**config.mk**
```make
export PLATFORM = sky130hd
export DESIGN_NAME = nco_i2s_serializer
export DESIGN_NICKNAME = d
export VERILOG_FILES = /design/src/rtl/nco_i2s_serializer.sv
export SDC_FILE = /design/constraint.sdc
export NUM_CORES = 1
export LEC_CHECK = 0
export ABC_AREA = 1
export CORE_MARGIN = 4
export CORE_UTILIZATION = 48
export DETAILED_ROUTE_END_ITERATION = 12
export PLACE_DENSITY = 0.8
export SLEW_MARGIN = 20
export SYNTH_ARGS = -nofsm -noshare
export SYNTH_HDL_FRONTEND = slang
export SYNTH_SLANG_ARGS = --single-unit
```
**constraint.sdc**
```tcl
create_clock -name clk -period 3 [get_ports clk]
set_input_delay 0.3 -clock clk [delete_from_list [all_inputs] [get_ports clk]]
set_output_delay 0.3 -clock clk [all_outputs]
set_load 0.05 [all_outputs]
```
**src/rtl/nco_i2s_serializer.sv**
```systemverilog
// I2S stereo serializer for NCO samples: sin -> left slot, cos -> right slot, MSB first, one-bit delay.
// Optional macro NCO_I2S_MUTE_EN adds a frame-aligned mute input that zeroes both captured samples.
module nco_i2s_serializer #(
   parameter int DATA_WIDTH = 12,
   parameter int SLOT_WIDTH = 16,
   parameter int BCLK_DIV   = 4
) (
   input  logic                  clk,
   input  logic                  rst,
   input  logic [DATA_WIDTH-1:0] sin_val,
   input  logic [DATA_WIDTH-1:0] cos_val,
`ifdef NCO_I2S_MUTE_EN
   input  logic                  mute,
`endif
   output logic                  bclk,
   output logic                  lrclk,
   output logic                  sdata,
   output logic                  sample_taken
);

   localparam int FRAME_BITS = 2 * SLOT_WIDTH;
   localparam int DIV_W      = (BCLK_DIV > 1) ? $clog2(BCLK_DIV) : 1;
   localparam int IDX_W      = (FRAME_BITS > 1) ? $clog2(FRAME_BITS) : 1;
   localparam int PAD_W      = SLOT_WIDTH - DATA_WIDTH;

   logic [DIV_W-1:0]      div_cnt_q, div_cnt_d;
   logic                  bclk_q, bclk_d;
   logic [IDX_W-1:0]      bit_idx_q, bit_idx_d;
   logic                  lrclk_q, lrclk_d;
   logic                  sdata_q, sdata_d;
   logic                  sample_q, sample_d;
   logic [FRAME_BITS-1:0] shift_q, shift_d;
   logic [DATA_WIDTH-1:0] sin_hold_q, sin_hold_d;
   logic [DATA_WIDTH-1:0] cos_hold_q, cos_hold_d;

   logic                  div_wrap, fall_tick, last_bit, capture, load, mute_w;
   logic [IDX_W-1:0]      bit_idx_nxt;
   logic [SLOT_WIDTH-1:0] sin_slot, cos_slot;
   logic [FRAME_BITS-1:0] frame_word;

`ifdef NCO_I2S_MUTE_EN
   assign mute_w = mute;
`else
   assign mute_w = 1'b0;
`endif

   assign div_wrap    = (div_cnt_q == DIV_W'(BCLK_DIV - 1));
   assign fall_tick   = div_wrap & bclk_q;
   assign last_bit    = (bit_idx_q == IDX_W'(FRAME_BITS - 1));
   assign bit_idx_nxt = last_bit ? '0 : bit_idx_q + IDX_W'(1);
   assign capture     = fall_tick & last_bit;
   assign load        = fall_tick & (bit_idx_q == '0);

   // Samples sit in the slot MSBs; zero-extend then shift the padding in below the LSB.
   assign sin_slot   = SLOT_WIDTH'(sin_hold_q) << PAD_W;
   assign cos_slot   = SLOT_WIDTH'(cos_hold_q) << PAD_W;
   assign frame_word = {sin_slot, cos_slot};

   always_comb begin
      div_cnt_d  = div_wrap ? '0 : div_cnt_q + DIV_W'(1);
      bclk_d     = div_wrap ? ~bclk_q : bclk_q;
      bit_idx_d  = bit_idx_q;
      lrclk_d    = lrclk_q;
      sdata_d    = sdata_q;
      shift_d    = shift_q;
      sample_d   = capture;
      sin_hold_d = sin_hold_q;
      cos_hold_d = cos_hold_q;

      if (fall_tick) begin
         bit_idx_d = bit_idx_nxt;
         lrclk_d   = (bit_idx_nxt >= IDX_W'(SLOT_WIDTH));
         // Entering bit 1 loads the frame captured at bit 0, giving the I2S one-bit delay.
         if (load) begin
            sdata_d = frame_word[FRAME_BITS-1];
            shift_d = frame_word << 1;
         end else begin
            sdata_d = shift_q[FRAME_BITS-1];
            shift_d = shift_q << 1;
         end
      end

      if (capture) begin
         sin_hold_d = mute_w ? '0 : sin_val;
         cos_hold_d = mute_w ? '0 : cos_val;
      end
   end

   always_ff @(posedge clk or posedge rst) begin
      if (rst) begin
         div_cnt_q  <= '0;
         bclk_q     <= 1'b0;
         bit_idx_q  <= '0;
         lrclk_q    <= 1'b0;
         sdata_q    <= 1'b0;
         sample_q   <= 1'b0;
         shift_q    <= '0;
         sin_hold_q <= '0;
         cos_hold_q <= '0;
      end else begin
         div_cnt_q  <= div_cnt_d;
         bclk_q     <= bclk_d;
         bit_idx_q  <= bit_idx_d;
         lrclk_q    <= lrclk_d;
         sdata_q    <= sdata_d;
         sample_q   <= sample_d;
         shift_q    <= shift_d;
         sin_hold_q <= sin_hold_d;
         cos_hold_q <= cos_hold_d;
      end
   end

   assign bclk         = bclk_q;
   assign lrclk        = lrclk_q;
   assign sdata        = sdata_q;
   assign sample_taken = sample_q;

endmodule

```
==> flow_metrics.py <==
metrics = {
    "sta": {
        "skew_ns": 0.00637,
        "slew_headroom": 0.537,
        "rsz0062_at_grt": "false",
        "hold_violations": 0,
        "slew_violations": 0,
        "finalSetupViolCount": 0,
        "fin_crit_sh": 0.739,
        "fmax_mhz": 451,
        "min_period_ns": 2.22,
        "worstMarginPinSlew_ns": 0.693,
        "tns_ns": 0,
    },
    "logic_synthesis": {
        "netlist.top_cell.by_area": "dfrtp_1",
        "synth.most_common_cell": "nand2_1",
        "synth.cell_area_um2": 2750,
        "synth_top_area_share": 0.556,
        "yosys-top-cells-count": "nand2_1 (131), dfrtp_1 (61), inv_1 (53)",
        "syn-instance-count": 339,
        "avgSynthCellArea_um2": 8.10,
        "ys_seq_area_frac": 0.556,
        "synth.area.top_cells": "dfrtp_1 (56%), nand2_1 (18%), inv_1 (7.2%), a21oi_1 (4.6%), o21ai_0 (3.5%)",
        "ys_warn_count": 0,
        "ys_ff_latch": 61,
        "synth_edf_count": 0,
        "synthFlopType": "dfrtp_1",
        "async_reset_ff_frac": 1.00,
        "ys_types": 20,
        "synthesis.nets": 369,
    },
    "clock_network": {
        "cts_sinks": 61,
        "clockBufferDepth": 2,
        "numCtsBuffers": 9,
        "clkTransAtPathRegs_ns": 0.06,
        "cts_tree": "built",
        "post_cts_resized": 0,
        "cts_hold_buf": 0,
        "clkLatencyLatePin_ns": 0.33,
        "htreeDepth": 3,
        "post_cts_buffers": 0,
        "root_buffer": "clkbuf_8",
    },
    "floorplan": {
        "die_h_um": 83.6,
        "ios": 30,
        "fp-row-count": 27,
        "fp.dieArea_um2": 7000,
        "start_util": 0.496,
        "die_x_um": 83.6,
        "core_um2": 5540,
    },
    "global_routing": {
        "antenna_found_initial": 0,
        "grt_max_degree": 56,
        "grt_first_pass_wirelength_um": 8330,
        "grt_usage": 0.149,
        "grt_pass1_vias": 1897,
        "grt-ovfl-total": 0,
    },
    "status": {
        "outcome": "finished clean",
    },
    "worst_hold_path": {
        "hold_path.class": "input pin to async pin",
    },
    "drt": {
        "drt_iter0_drc": 96,
        "drt_pre_antenna_iters": 4,
        "vias_per_cell": 4.66,
        "wl_per_cell_um": 10.7,
        "wl_um": 4730,
        "ant_nets": 0,
        "post-route-drc-count": 0,
        "vias": 2057,
    },
    "critical_path": {
        "startpoint_type": "flip-flop",
        "crit_buf_inv": 2,
        "worstSetupPathType": "flip-flop to flip-flop",
        "cp-end-kind": "flip-flop",
        "slowest_delay_ns": 0.52,
        "startpoint": "div_cnt_q[0]$_DFF_PP0_",
        "worstReg2RegStart": "div_cnt_q[0]$_DFF_PP0_",
        "path_delay_family": "buffers and inverters",
        "arrival_ns": 2.40,
        "crit_path_top_delay_cell": "inv_2",
        "cpMostUsedCell": "inv_2",
        "crit_fanout": 55,
        "crit_chain": "ha_1, nand2_4, inv_2, nand2_2, inv_2, o21ai_0",
        "crit_required_ns": 3.18,
    },
    "power": {
        "power.density_nw_per_um2": 453,
        "ir_drop_v": 0.000262,
        "p_leak_uw": 0.00163,
    },
    "cells_and_area": {
        "n_antenna_cell": 0,
        "stdcell_count": 441,
        "area_growth_pct": 16.3,
        "nets": 396,
        "drive_gt1_frac": 0.0596,
    },
    "flow_run": {
        "maxCapViolCount": 0,
    },
    "placed_design": {
        "place.detailed.hpwl_um": 3060,
        "portBuffers": 29,
        "place_congestion": 0.827,
        "dp.cells": 427,
    },
}
[path summary, 6_finish.rpt]
| check | to | cells after the start | slack, ns |
|---|---|---|---|
| min in group clk | div_cnt_q[0]$_DFF_PP0_ | 1 | 0.43 |
| worst max register to register | sin_hold_q[9]$_DFFE_PP0P_ | 6 | 0.78 |
| worst max-delay path | sin_hold_q[9]$_DFFE_PP0P_ | 6 | 0.78 |
| max in group asynchronous | cos_hold_q[8]$_DFFE_PP0P_ | 3 | 1.95 |
| worst min-delay path | shift_q[31]$_DFFE_PP0P_ | 2 | 0.38 |
| worst min register to register | div_cnt_q[0]$_DFF_PP0_ | 1 | 0.43 |
[through the flow]
stage / cell area, um2 / total power (uW) / hold WS [ns] / worst slack (ns) / util
floorplan: 2750 / 850 / 0.410 / 1.19 / -
global placement: 3050 / 889 / 0.420 / 0.944 / 0.550
detailed placement: 3050 / 889 / 0.429 / 0.776 / 0.550
CTS: 3190 / 1470 / 0.383 / 0.760 / 0.576
global route: 3190 / 1510 / 0.423 / 0.523 / 0.576
finish: 3190 / 1450 / 0.378 / 0.783 / 0.576
[per-layer routing]
metal	vias up	GRT usage	part of all wire
met5	-	0	0
met2	32	0.236	0.46
li1	1082	-	-
met3	11	0.0553	0.047
met4	0	0.0658	0.027
met1	932	0.182	0.47
[sequential cells by signal, indices dropped and copies added, names as in the netlist]
signal / count
sin_hold_q: 12
div_cnt_q: 2
shift_q: 27
sdata: 1
sample_taken: 1
bclk: 1
bit_idx_q: 5
cos_hold_q: 12
[cell families after synthesis]
logic type	Yosys count	synth area share
flops	61	0.556
buf+inv	70	0.110
fa+ha+maj	4	0.0182
simple gates	152	0.221
compound gates	52	0.0952
[cells in the final DEF (no fill, tap or decap)]
cell type,instances
nand2_2,2
clkbuf_8,9
nand3b_1,1
nor3_2,1
ha_1,4
inv_1,52
o21ai_0,19
nor2_4,1
nand2_1,131
nand2_4,1
dfrtp_1,61
buf_4,2
clkinv_2,3
nor2_1,10
a21oi_1,25
nand3_1,5
inv_2,3
o22ai_1,1
clkbuf_1,2
clkdlybuf4s50_1,29
o21ai_1,7
[report_power, final]
part | switching [uW] | internal (uW)
sequential | 0 | 823
combinational | 20.0 | 29.8
clock | 287 | 286
total | 307 | 1140
[final cells by class]
class / count / area (um2)
fillers: 523 / 2350
flip-flops and latches: 61 / 1530
multi-input cells: 208 / 918
repair buffers: 31 / 305
inverters: 55 / 206
clock buffers: 11 / 131
well taps: 72 / 90.1
clock inverters: 3 / 15.0
(Power assumes the default switching activity.)
